**src/rtl/cu_imm_seq_if.sv**
```systemverilog
// cu_imm_seq_if: start/IR request side and decoded control outputs of the
// immediate-class control unit.
//   master : drives start, IR, status; observes controlWord, k_mux, shamt,
//            busy, done, illegal
//   slave  : the control unit itself
interface cu_imm_seq_if #(
  parameter int CUL = 35
);
  logic           start;
  logic [31:0]    IR;
  logic [3:0]     status;
  logic [CUL:0]   controlWord;
  logic [2:0]     k_mux;
  logic [5:0]     shamt;
  logic           busy;
  logic           done;
  logic           illegal;

  modport master (
    output start, IR, status,
    input  controlWord, k_mux, shamt, busy, done, illegal
  );

  modport slave (
    input  start, IR, status,
    output controlWord, k_mux, shamt, busy, done, illegal
  );
endinterface

```
**src/rtl/cu_imm_seq.sv**
```systemverilog
// cu_imm_seq: sequenced control unit for LEGv8 immediate-class instructions
// (logic/arith immediates, LSL/LSR, MOVZ/MOVK/MOVN) in the multi-cycle datapath.
// Ports:
//   clock   : rising-edge clock
//   reset_n : asynchronous active-low reset
//   bus     : slave side of cu_imm_seq_if (start/IR in, control word,
//             constant select, shift amount and handshake flags out)
//
// state | meaning
// IDLE  | waiting for start, all control outputs zero
// EX0   | first (often only) execute cycle
// EX1   | second cycle of MOVK / MOVN
// ERR   | one cycle after an undecodable IR, illegal pulses
module cu_imm_seq #(
  parameter int CUL   = 35,
  parameter bit HW_EN = 1'b1
) (
  input  logic        clock,
  input  logic        reset_n,
  cu_imm_seq_if.slave bus
);
  localparam logic [4:0] FS_ADD = 5'b01000, FS_SUB = 5'b01001, FS_AND = 5'b00000,
                         FS_ANDN = 5'b00001, FS_ORR = 5'b00100, FS_XOR = 5'b01100,
                         FS_LSL = 5'b10000, FS_LSR = 5'b10100;

  typedef enum logic [1:0] {S_IDLE, S_EX0, S_EX1, S_ERR} state_t;

  state_t      state, state_nxt;
  logic [31:0] irq, irq_nxt;

  function automatic logic is_logic(input logic [31:0] ir);
    return ir[28:22] == 7'b1001000;
  endfunction
  function automatic logic is_shift(input logic [31:0] ir);
    return ir[28:22] == 7'b1001101;
  endfunction
  function automatic logic is_math(input logic [31:0] ir);
    return ir[28:24] == 5'b10001;
  endfunction
  function automatic logic is_mov(input logic [31:0] ir);
    return ir[28:23] == 6'b100101;
  endfunction
  function automatic logic is_legal(input logic [31:0] ir);
    return is_logic(ir) || is_shift(ir) || is_math(ir) || (is_mov(ir) && ir[30:29] != 2'b01);
  endfunction
  // MOVN and MOVK each need a second cycle
  function automatic logic two_cycle(input logic [31:0] ir);
    return is_mov(ir) && (ir[30:29] == 2'b00 || ir[30:29] == 2'b11);
  endfunction

  always_comb begin
    state_nxt = state;
    irq_nxt   = irq;
    case (state)
      S_IDLE: if (bus.start) begin
        irq_nxt   = bus.IR;
        state_nxt = is_legal(bus.IR) ? S_EX0 : S_ERR;
      end
      S_EX0:   state_nxt = two_cycle(irq) ? S_EX1 : S_IDLE;
      default: state_nxt = S_IDLE;
    endcase
  end

  // Outputs are decoded from the next state/IR and then registered, so they
  // are glitch-free and line up with the state they describe.
  logic [4:0]   fs, sa;
  logic [1:0]   op;
  logic         c0, sl, active, second, last;
  logic [2:0]   k_d;
  logic [5:0]   sh_d;
  logic [35:0]  cw36;
  logic [CUL:0] cw_d;

  always_comb begin
    op     = irq_nxt[30:29];
    fs     = FS_AND;
    sa     = irq_nxt[9:5];
    c0     = 1'b0;
    sl     = 1'b0;
    k_d    = 3'b000;
    sh_d   = 6'd0;
    active = (state_nxt == S_EX0) || (state_nxt == S_EX1);
    second = (state_nxt == S_EX1);
    last   = second || (state_nxt == S_EX0 && !two_cycle(irq_nxt));
    if (is_logic(irq_nxt)) begin
      case (op)
        2'b01:   fs = FS_ORR;
        2'b10:   fs = FS_XOR;
        default: fs = FS_AND;
      endcase
      sl = (op == 2'b11);
    end else if (is_shift(irq_nxt)) begin
      fs   = irq_nxt[21] ? FS_LSL : FS_LSR;
      k_d  = 3'b110;
      sh_d = irq_nxt[15:10];
    end else if (is_math(irq_nxt)) begin
      fs = op[1] ? FS_SUB : FS_ADD;
      c0 = op[1];
      sl = op[0];
    end else if (is_mov(irq_nxt)) begin
      sh_d = HW_EN ? {irq_nxt[22:21], 4'b0000} : 6'd0;
      case (op)
        2'b11: begin
          fs  = second ? FS_ORR : FS_ANDN;
          k_d = second ? 3'b100 : 3'b101;
          sa  = irq_nxt[4:0];
        end
        2'b00: begin
          fs  = second ? FS_XOR : FS_ORR;
          k_d = second ? 3'b111 : 3'b100;
          sa  = second ? irq_nxt[4:0] : 5'd31;
        end
        default: begin
          fs  = FS_ORR;
          k_d = 3'b100;
        end
      endcase
    end
    cw36 = {fs, sa, irq_nxt[20:16], irq_nxt[4:0], 1'b1, c0, 2'b00, 1'b1, 1'b0, 1'b0,
            sl && last, 2'b00, 1'b0, 2'b00, 1'b0, last ? 2'b01 : 2'b00};
    if (!active) begin
      cw36 = '0;
      k_d  = 3'b000;
      sh_d = 6'd0;
    end
    cw_d        = '0;
    cw_d[35:0]  = cw36;
  end

  always_ff @(posedge clock or negedge reset_n) begin
    if (!reset_n) begin
      state           <= S_IDLE;
      irq             <= '0;
      bus.controlWord <= '0;
      bus.k_mux       <= 3'b000;
      bus.shamt       <= 6'd0;
      bus.busy        <= 1'b0;
      bus.done        <= 1'b0;
      bus.illegal     <= 1'b0;
    end else begin
      state           <= state_nxt;
      irq             <= irq_nxt;
      bus.controlWord <= cw_d;
      bus.k_mux       <= k_d;
      bus.shamt       <= sh_d;
      bus.busy        <= active;
      bus.done        <= active && last;
      bus.illegal     <= (state_nxt == S_ERR);
    end
  end

  logic unused_bits;
  assign unused_bits = ^{bus.status, irq[31]};
endmodule

```
**src/flat_wrapper.sv**
```systemverilog
// flat-port wrapper written by rule: the top's interface ports become plain ports
module cu_imm_seq_flat 
#(
  parameter int CUL   = 35,
  parameter bit HW_EN = 1'b1
)
  (clock, reset_n, bus_start, bus_IR, bus_status, bus_controlWord, bus_k_mux, bus_shamt, bus_busy, bus_done, bus_illegal);
  cu_imm_seq_if #(.CUL(CUL)) bus_i ();
  input  logic clock;
  input  logic reset_n;
  input wire logic [$bits(bus_i.start)-1:0] bus_start;
  input wire logic [$bits(bus_i.IR)-1:0] bus_IR;
  input wire logic [$bits(bus_i.status)-1:0] bus_status;
  output wire logic [$bits(bus_i.controlWord)-1:0] bus_controlWord;
  output wire logic [$bits(bus_i.k_mux)-1:0] bus_k_mux;
  output wire logic [$bits(bus_i.shamt)-1:0] bus_shamt;
  output wire logic [$bits(bus_i.busy)-1:0] bus_busy;
  output wire logic [$bits(bus_i.done)-1:0] bus_done;
  output wire logic [$bits(bus_i.illegal)-1:0] bus_illegal;
  assign bus_i.start = bus_start;
  assign bus_i.IR = bus_IR;
  assign bus_i.status = bus_status;
  assign bus_controlWord = bus_i.controlWord;
  assign bus_k_mux = bus_i.k_mux;
  assign bus_shamt = bus_i.shamt;
  assign bus_busy = bus_i.busy;
  assign bus_done = bus_i.done;
  assign bus_illegal = bus_i.illegal;
  cu_imm_seq #(.CUL(CUL), .HW_EN(HW_EN)) u_core (.clock(clock), .reset_n(reset_n), .bus(bus_i));
endmodule
```
**config.mk**
```make
export PLATFORM = sky130hd
export DESIGN_NAME = cu_imm_seq_flat
export DESIGN_NICKNAME = d
export VERILOG_FILES = /design/src/rtl/cu_imm_seq_if.sv /design/src/rtl/cu_imm_seq.sv /design/src/flat_wrapper.sv
export SDC_FILE = /design/constraint.sdc
export NUM_CORES = 1
export LEC_CHECK = 0
export ABC_CLOCK_PERIOD_IN_PS = 2700
export BUFFER_PORTS_ARGS = -buffer_cell sky130_fd_sc_hd__buf_4
export CAP_MARGIN = 5
export CORE_MARGIN = 2
export CORE_UTILIZATION = 40
export CTS_BUF_LIST = sky130_fd_sc_hd__clkbuf_16
export DETAILED_ROUTE_END_ITERATION = 8
export GPL_TIMING_DRIVEN = 1
export PLACE_DENSITY = 0.7
export SYNTH_ARGS = -nofsm -noshare
export SYNTH_HDL_FRONTEND = slang
export SYNTH_SLANG_ARGS = --single-unit
```
**constraint.sdc**
```tcl
create_clock -name clock -period 2.7 [get_ports clock]
set_input_delay 0.27 -clock clock [delete_from_list [all_inputs] [get_ports clock]]
set_output_delay 0.27 -clock clock [all_outputs]
set_load 0.01 [all_outputs]
```
==> results of run 1 <==
[repair_timing]
item	in CTS	in global routing
setup endpoints to repair	0	4
resized for setup	0	3
hold endpoints to repair	0	0
[per-layer routing]
metal / part of all wire / wire [um]
met4: 0.015 / 85
met3: 0.057 / 321
met2: 0.50 / 2830
met1: 0.43 / 2410
met5: 0 / 0
[registers in the layout, indices dropped and copies added (netlist names)]
signal / count
u_core.irq: 31
u_core.bus.controlWord: 22
u_core.bus.shamt: 6
u_core.bus.k_mux: 3
u_core.state: 2
u_core.bus.done: 1
u_core.bus.illegal: 1
[power by group through the flow]
stage          Sequential (W)  Clock, W  Combinational, W
4_1_cts               0.00123   0.00135          0.000649
6_report              0.00123   0.00132          0.000645
3_3_place_gp          0.00124         0          0.000627
5_1_grt               0.00125   0.00140          0.000722
2_1_floorplan         0.00126         0          0.000381
3_5_place_dp          0.00125         0          0.000646
[kinds of logic after synthesis]
logic type,after synthesis,share of synthesized area
AO/OA/AOI/OAI,30,0.0731
XOR/XNOR,1,0.00308
adder cells (fa/ha/maj),6,0.0264
buffers and inverters,40,0.0789
flip-flops,66,0.581
multiplexers,31,0.120
other,1,0.00132
AND/OR/NAND/NOR,56,0.116
[worst max path at each step]
stage                          startpoint             endpoint  slack, ns  cells after the start
after floorplan           u_core.state[1]  u_core.bus.shamt[4]       0.03                     11
final                      u_core.irq[26]  u_core.bus.shamt[4]       0.17                      7
after detailed placement   u_core.irq[26]  u_core.bus.shamt[5]       0.09                      7
after CTS                  u_core.irq[26]  u_core.bus.shamt[4]       0.07                      7
after global placement     u_core.irq[27]  u_core.bus.shamt[4]       0.13                      7
after global routing       u_core.irq[26]  u_core.bus.shamt[5]       0.08                      7
[stage by stage]
| step | cells | setup slack [ns] | hold slack, ns | total power, W |
|---|---|---|---|---|
| 4_1_cts | 408 | 0.0674 | 0.0658 | 0.00323 |
| 6_report | 408 | 0.168 | 0.0149 | 0.00319 |
| 2_1_floorplan | 242 | 0.0348 | -0.0256 | 0.00164 |
| 5_1_grt | 408 | 0.0764 | 0.112 | 0.00337 |
| 3_3_place_gp | 392 | 0.128 | 0.412 | 0.00186 |
| 3_5_place_dp | 392 | 0.0893 | 0.418 | 0.00189 |
[cell type report]
class                      count  area [um2]  area share
clock buffer                   9         225      0.0596
clock inverter                 7         116      0.0308
inverter                      17        68.8      0.0182
multi-input combinational    136        1020       0.269
sequential                    66        1650       0.437
tap                           96         120      0.0318
timing repair buffer          77         578       0.153
[cells in the mapped netlist (3+ instances only)]
cell	number	area [um2]
a21oi_1	9	45.0
and2_1	5	31.3
buf_2	4	20.0
buf_4	15	113
clkbuf_1	3	11.3
dfrtp_1	66	1650
ha_1	6	75.1
inv_1	15	56.3
mux2_2	21	236
mux2i_1	9	90.1
nand2_1	11	41.3
nand2b_1	4	25.0
nand3_1	4	20.0
nor2_1	7	26.3
nor2b_1	6	37.5
o21ai_0	6	30.0
==> results_dict.tcl, run 1 <==
set metrics [dict create \
    netlist_instances 231 \
    grt_overflow_total 0 \
    setup_viol 0 \
    clock-root-buffer "clkbuf_16" \
    grt_pass1_vias 1909 \
    drtAntennaViolNets 0 \
    first_pass_iters 4 \
    utilization 0.553 \
    cts_setup_buffers 0 \
    ys_types 46 \
    place_congestion 0.790 \
    wl_per_cell_um 13.8 \
    synth-seq-cells 66 \
    cts_hold_buf 0 \
    worstMarginPinSlew_ns 0.793 \
    drcViolationCount 0 \
    antenna_found_initial 0 \
    fin_worst_skew_ns 0.00416 \
    min_period_ns 2.53 \
    path_delay_family "simple AND/OR/NAND/NOR gates" \
    start_kind "register" \
    final_cell_mix "buf_4, dfrtp_1, mux2_2" \
    relSlewSlack 0.472 \
    met2_usage 0.264 \
    ys_warn_count 0 \
    cts_tree "yes" \
    cellInternalPower_w 0.00238 \
    fp.dieW_um 88.3 \
    area_growth_syn_to_layout_pct 33.0 \
    cp_max_fo 9 \
    final_nets 352 \
    placed_cell_area_mm2 0.00342 \
    fin_crit_sh 0.938 \
    fmax_mhz 395 \
    clkTransAtPathRegs_ns 0.05 \
    cp.arrival_ns 2.78 \
    crit_required_ns 2.95 \
    io_pins 87 \
    core_mm2 0.00683 \
    start_util 0.416 \
    fillers 620 \
    rows 30 \
    grt_max_degree 67 \
    critPathKind "register to register" \
    clkPwrFrac 0.413 \
    cp_slowest_stage_delay_ns 0.52 \
    grt_first_pass_wirelength_um 9260 \
    reg2reg_to "u_core.bus.shamt[4]" \
    viasPerCell 4.68 \
    ys.flop_type "dfrtp_1" \
    grt_usage 0.161 \
    status "finished, final reports clean" \
    hold_class "input pin to asynchronous set/reset pin" \
    hold_viol 0 \
    critPathSlowestCell "or4_1" \
    slew_viol_final 0 \
    ff2ff_setup_slack_ns 0.17 \
    synth_edf_count 0 \
    powerDensity_mw_per_mm2 845 \
    ir_drop_mv 0.344 \
    fin_area_mm2 0.00378 \
    path_buf_inv 1 \
    clock_sinks 66 \
    combPwrFrac 0.202 \
    rsz0062_at_grt "no" \
    p_sw_frac 0.255 \
    grt_use_met3 0.0401 \
    vias 1909 \
    setup_tns_ns 0 \
    r2r-start "u_core.irq[26]" \
    busiest_layer "met2" \
    cap_violations 0 \
    met1_usage 0.198 \
    diodes 0 \
    worst_setup_path_end_kind "register" \
    worstRegToRegCells 7 \
    layout-drive-gt1-share 0.401 \
    numCtsBuffers 9 \
    dp_hpwl_um 4050 \
    drt_iter0_drc 43 \
    seqPwrFrac 0.385 \
    cts.htree.levels 3 \
    path_cells "nand4bb_1 > or3b_2 > o21ai_1 > ha_1 > or4_1 > buf_4 > o22ai_2" \
    final_common_cell "buf_4" \
    cts_buffer_depth 2 \
    portBuffers 69 \
    synth.avg_cell_area_um2 12.3 \
    die_area_mm2 0.00779 \
    p_leak_nw 1.85 \
    clkLatencyLatePin_ns 0.33 \
    power_switching_w 0.000815 \
    syn-cell-area_mm2 0.00284 \
    die_height_um 88.3 \
    synth-seq-area-share 0.581 \
    async_flop_share 1.00 \
    drt-total-wl_um 5640 \
]
Note: power is estimated with default switching activity, not from simulation.
==> run 2, diff against run 1 <==
--- a/config.mk
+++ b/config.mk
@@ -13,6 +13,7 @@
 export CTS_BUF_LIST = sky130_fd_sc_hd__clkbuf_16
 export DETAILED_ROUTE_END_ITERATION = 8
 export GPL_TIMING_DRIVEN = 1
+export MAX_ROUTING_LAYER = met4
 export PLACE_DENSITY = 0.7
 export SYNTH_ARGS = -nofsm -noshare
 export SYNTH_HDL_FRONTEND = slang
==> results_dict.tcl, run 2 (same netlist as run 1, synthesis figures left out) <==
set metrics [dict create \
    cp.arrival_ns 2.78 \
    fin_cells 408 \
    place_congestion 0.801 \
    path_cells "nand4bb_1 > or3b_2 > o21ai_1 > ha_1 > or4_1 > buf_4 > o22ai_2" \
    core_mm2 0.00683 \
    drt_iter0_drc 48 \
    setup_viol 0 \
    rsz0062_at_grt "no" \
    min_period_ns 2.54 \
    relSlewSlack 0.467 \
    start_util 0.416 \
    hold_viol 0 \
    clock-root-buffer "clkbuf_16" \
    busiest_layer "met2" \
    final_nets 352 \
    critPathKind "register to register" \
    final_cell_mix "buf_4, dfrtp_1, mux2_2" \
    grt_first_pass_wirelength_um 9260 \
    grt_overflow_total 0 \
    viasPerCell 4.68 \
    final_common_cell "buf_4" \
    dp.cells 392 \
    grt_max_degree 67 \
    powerDensity_mw_per_mm2 845 \
    fin_crit_sh 0.939 \
    start_kind "register" \
    first_pass_iters 4 \
    clkTransAtPathRegs_ns 0.05 \
    power.total_w 0.00319 \
    grt_usage 0.165 \
    critPathSlowestCell "or4_1" \
    cts_buffer_depth 2 \
    cts_hold_buf 0 \
    vias 1909 \
    dp_hpwl_um 4050 \
    ff2ff_setup_slack_ns 0.16 \
    slew_viol_final 0 \
    fmax_mhz 394 \
    drcViolationCount 0 \
    cts_tree "yes" \
    setup_tns_ns 0 \
    numCtsBuffers 9 \
    crit_required_ns 2.95 \
    cap_violations 0 \
    drtAntennaViolNets 0 \
    met1_usage 0.198 \
    r2r-start "u_core.irq[26]" \
    worst_setup_path_end_kind "register" \
    grt_pass1_vias 1905 \
    diodes 0 \
    worstMarginPinSlew_ns 0.800 \
    rows 30 \
    reg2reg_to "u_core.bus.shamt[4]" \
    portBuffers 69 \
    area_growth_syn_to_layout_pct 33.0 \
    die_area_mm2 0.00779 \
    clkLatencyLatePin_ns 0.32 \
    regMostFlops "u_core.irq" \
    worstRegToRegCells 7 \
    fillers 620 \
    cts.htree.levels 3 \
    ir_drop_mv 0.340 \
    layout-drive-gt1-share 0.401 \
    fp.dieW_um 88.3 \
    cp_max_fo 9 \
    largest_registers "u_core.irq (31), u_core.bus.controlWord (22), u_core.bus.shamt (6)" \
    fin_worst_skew_ns 0.00428 \
    hold_class "input pin to asynchronous set/reset pin" \
    met2_usage 0.264 \
    status "finished, final reports clean" \
    clock_sinks 66 \
    io_pins 87 \
    wl_per_cell_um 13.8 \
    antenna_found_initial 0 \
    grt_use_met3 0.0476 \
    p_leak_nw 1.85 \
    cp_slowest_stage_delay_ns 0.52 \
    die_height_um 88.3 \
    largest_reg_flops 31 \
    drt-total-wl_um 5620 \
]
-- run 2: cell counts in the layout (fill, tap and decap cells not counted) --
No cell type changed its count.
-- run 2: how the worst max path moves through the flow --
| stage | from | endpoint | depth (start not counted) |
|---|---|---|---|
| after global routing | u_core.irq[26] | u_core.bus.shamt[5] | 7 |
| after global placement | u_core.irq[27] | u_core.bus.shamt[4] | 7 |
| after floorplan | u_core.state[1] | u_core.bus.shamt[4] | 11 |
| final | u_core.irq[26] | u_core.bus.shamt[4] | 7 |
| after CTS | u_core.irq[26] | u_core.bus.shamt[4] | 7 |
| after detailed placement | u_core.irq[26] | u_core.bus.shamt[5] | 7 |
-- run 2: area by class of cell --
class / instances / area [um2] / area share
clock buffers: 9 / 225 / 0.0596
inverters: 17 / 68.8 / 0.0182
repair buffers: 77 / 578 / 0.153
well taps: 96 / 120 / 0.0318
clock inverters: 7 / 116 / 0.0308
multi-input cells: 136 / 1020 / 0.269
flip-flops and latches: 66 / 1650 / 0.437
-- run 2: routing by layer --
metal / part of all wire / vias to the layer above
li1: - / 906
met1: 0.43 / 922
met2: 0.50 / 73
met3: 0.064 / 8
met4: 0.011 / 0
met5: 0 / -
-- run 2: timing repair --
action / 4_1_cts / 5_1_grt
buffers inserted: 0 / 0
gates resized for setup: 0 / 3
setup endpoints to repair: 0 / 4
-- run 2: stage by stage --
| stage | util | setup WS (ns) | instance area [um2] | hold WS [ns] |
|---|---|---|---|---|
| 5_1_grt | 0.553 | 0.0764 | 3780 | 0.111 |
| 4_1_cts | 0.551 | 0.0674 | 3770 | 0.0658 |
| 2_1_floorplan | - | 0.0348 | 2880 | -0.0256 |
| 6_report | 0.553 | 0.164 | 3780 | 0.0232 |
| 3_3_place_gp | 0.501 | 0.128 | 3420 | 0.412 |
| 3_5_place_dp | 0.501 | 0.0893 | 3420 | 0.418 |
-- run 2: worst max-delay path: cells and delay by family (launching register included) --
kind | cells | cell delay, ns
DFF | 1 | 0.40
AOI/OAI and AO/OA | 2 | 0.34
buffers and inverters | 1 | 0.19
and+or+nand+nor | 3 | 1.26
adders and majority gates | 1 | 0.27
-- run 2: where the power goes --
group	total (W)	internal [W]	switching, W	leakage [nW]
logic	0.000644	0.000312	0.000332	0.853
registers	0.00123	0.00116	0.0000658	0.833
clock network	0.00132	0.000901	0.000415	0.167
total	0.00319	0.00238	0.000812	1.85
==> run 3, diff against run 2 <==
--- a/config.mk
+++ b/config.mk
@@ -5,6 +5,7 @@
 export SDC_FILE = /design/constraint.sdc
 export NUM_CORES = 1
 export LEC_CHECK = 0
+export ABC_AREA = 1
 export ABC_CLOCK_PERIOD_IN_PS = 2700
 export BUFFER_PORTS_ARGS = -buffer_cell sky130_fd_sc_hd__buf_4
 export CAP_MARGIN = 5
@@ -14,7 +15,7 @@
 export DETAILED_ROUTE_END_ITERATION = 8
 export GPL_TIMING_DRIVEN = 1
 export MAX_ROUTING_LAYER = met4
-export PLACE_DENSITY = 0.7
+export PLACE_DENSITY = 0.69
 export SYNTH_ARGS = -nofsm -noshare
 export SYNTH_HDL_FRONTEND = slang
 export SYNTH_SLANG_ARGS = --single-unit
==> constraint.sdc (replaced) <==
create_clock -name clock -period 2.7 [get_ports clock]
set_input_delay 0 -clock clock [delete_from_list [all_inputs] [get_ports clock]]
set_output_delay 0 -clock clock [all_outputs]
set_load 0.01 [all_outputs]
==> results_dict.tcl, run 3 <==
set metrics [dict create \
    first_pass_iters 4 \
    fmax_mhz 453 \
    drt_iter0_drc 116 \
    fin_crit_sh 0.818 \
    final_nets 475 \
    area_growth_syn_to_layout_pct 35.1 \
    cts.htree.levels 3 \
    rsz0062_at_grt "no" \
    cp.arrival_ns 2.42 \
    fin_cells 534 \
    status "finished, final reports clean" \
    synth-seq-area-share 0.539 \
    setup_viol 0 \
    power_switching_w 0.000920 \
    utilization 0.565 \
    fillers 648 \
    grt_max_degree 67 \
    cts_buffer_depth 2 \
    dp.cells 492 \
    final_cell_mix "buf_4, dfrtp_1, inv_1" \
    largest_reg_flops 31 \
    synth-seq-cells 66 \
    fp.dieW_um 91.5 \
    worst_setup_path_end_kind "register" \
    drcViolationCount 0 \
    grt_pass1_vias 2370 \
    viasPerCell 4.39 \
    final_common_cell "buf_4" \
    combPwrFrac 0.257 \
    p_leak_nw 2.18 \
    synth.avg_cell_area_um2 9.18 \
    grt_first_pass_wirelength_um 10900 \
    power.total_w 0.00312 \
    ys_warn_count 0 \
    min_period_ns 2.21 \
    worstMarginPinSlew_ns 0.811 \
    relSlewSlack 0.460 \
    seq_area_mm2 0.00165 \
    netlist_instances 334 \
    multi_input_area_mm2 0.00105 \
    place_congestion 0.835 \
    clock-root-buffer "clkbuf_16" \
    cts_setup_buffers 0 \
    hold_class "input pin to register" \
    timing.hold.ws_ns 0.0137 \
    dp_hpwl_um 4310 \
    clkTransAtPathRegs_ns 0.05 \
    powerDensity_mw_per_mm2 754 \
    die_area_mm2 0.00838 \
    portBuffers 69 \
    antenna_found_initial 0 \
    core_mm2 0.00733 \
    crit_required_ns 2.91 \
    start_kind "register" \
    synthTopCellsByCount "dfrtp_1, inv_1, nand2_1" \
    wl_per_cell_um 11.9 \
    cellInternalPower_w 0.00220 \
    clock_sinks 66 \
    rows 31 \
    die_height_um 91.5 \
    setup_tns_ns 0 \
    fin_worst_skew_ns 0.00488 \
    yosysTopAreaCell "dfrtp_1" \
    drtAntennaViolNets 0 \
    largest_registers "u_core.irq (31), u_core.bus.controlWord (22), u_core.bus.shamt (6)" \
    grt_usage 0.169 \
    ir_drop_mv 0.458 \
    diodes 0 \
    synth_top_area_share 0.539 \
    numCtsBuffers 9 \
    critPathKind "register to register" \
    slew_viol_final 0 \
    cts_tree "yes" \
    seqPwrFrac 0.390 \
    io_pins 87 \
    regMostFlops "u_core.irq" \
    clkPwrFrac 0.353 \
    grt_overflow_total 0 \
    clkLatencyLatePin_ns 0.32 \
    hold_viol 0 \
    yosysMostFrequentCell "dfrtp_1" \
    synth_edf_count 0 \
    cp_max_fo 29 \
    cts_hold_buf 26 \
    async_flop_share 1.00 \
    layout-drive-gt1-share 0.297 \
    ys.flop_type "dfrtp_1" \
    cap_violations 0 \
    drt-total-wl_um 6330 \
    synthTopCellsByArea "dfrtp_1, inv_1, nand2_1" \
    syn-cell-area_mm2 0.00307 \
    start_util 0.418 \
    cts_resized 0 \
    p_sw_frac 0.295 \
    vias 2342 \
    ys_types 35 \
]
run 3: changes by cell type after synthesis, sizes merged, moves of 10 or more:
| cell | change |
|---|---|
| or2 | +19 |
| o21ai | +15 |
| mux2 | -21 |
| mux2i | -10 |
| inv | +40 |
| nand3 | +16 |
| nor2 | +20 |
| nand2 | +47 |
run 3: logic make-up after synthesis:
logic type      Yosys count  synth area share
buf+inv                  82             0.131
compound gates           45            0.0841
flops                    66             0.539
fa+ha+maj                 6            0.0245
xor+xnor                  1           0.00286
other cells               1           0.00122
simple gates            133             0.217
run 3: worst paths after layout:
path	slack [ns]	to	cells after the start	from
worst min-delay path	0.01	u_core.irq[29]	2	bus_IR[29]
worst min register to register	0.52	u_core.irq[15]	2	u_core.irq[15]
min in group asynchronous	0.30	u_core.bus.shamt[0]	2	reset_n
worst max-delay path	0.49	u_core.bus.controlWord[8]	12	u_core.state[0]
max in group asynchronous	1.85	u_core.bus.controlWord[20]	2	reset_n
worst max register to register	0.49	u_core.bus.controlWord[8]	12	u_core.state[0]
run 3: power groups by stage:
stage | Sequential, W | Clock (W) | Combinational (W)
detailed placement | 0.00123 | 0 | 0.000774
global placement | 0.00123 | 0 | 0.000766
finish | 0.00122 | 0.00110 | 0.000802
CTS | 0.00122 | 0.00113 | 0.000809
global route | 0.00124 | 0.00117 | 0.000909
floorplan | 0.00126 | 0 | 0.000506
run 3: cell type report:
| class | count | share of cell area |
|---|---|---|
| Clock buffer | 9 | 0.0544 |
| Clock inverter | 7 | 0.0148 |
| Inverter | 56 | 0.0508 |
| Multi-Input combinational cell | 197 | 0.254 |
| Sequential cell | 66 | 0.399 |
| Tap cell | 99 | 0.0299 |
| Timing Repair Buffer | 100 | 0.197 |
run 3: per-layer routing:
layer  part of all wire  vias up  global-route usage
li1                   -     1203                   -
met1               0.46     1090               0.208
met2               0.50       42               0.277
met3              0.029        7              0.0257
met4              0.013        0              0.0758
met5                  0        -                   -
run 3: per-stage QoR:
step,cell area [um2],worst slack [ns]
2_1_floorplan,3110,0.715
3_3_place_gp,3590,0.567
3_5_place_dp,3590,0.532
4_1_cts,4140,0.514
5_1_grt,4140,0.282
6_report,4140,0.491
run 3: critical path, stage by stage, from the launching register on:
cell	delay, ns
dfrtp_1	0.37
inv_2	0.05
nand3_2	0.07
buf_4	0.32
o21a_1	0.23
inv_1	0.08
ha_1	0.32
inv_1	0.11
nand3_2	0.21
nand2_1	0.12
nand2_1	0.06
nand2_1	0.08
nor2_1	0.06
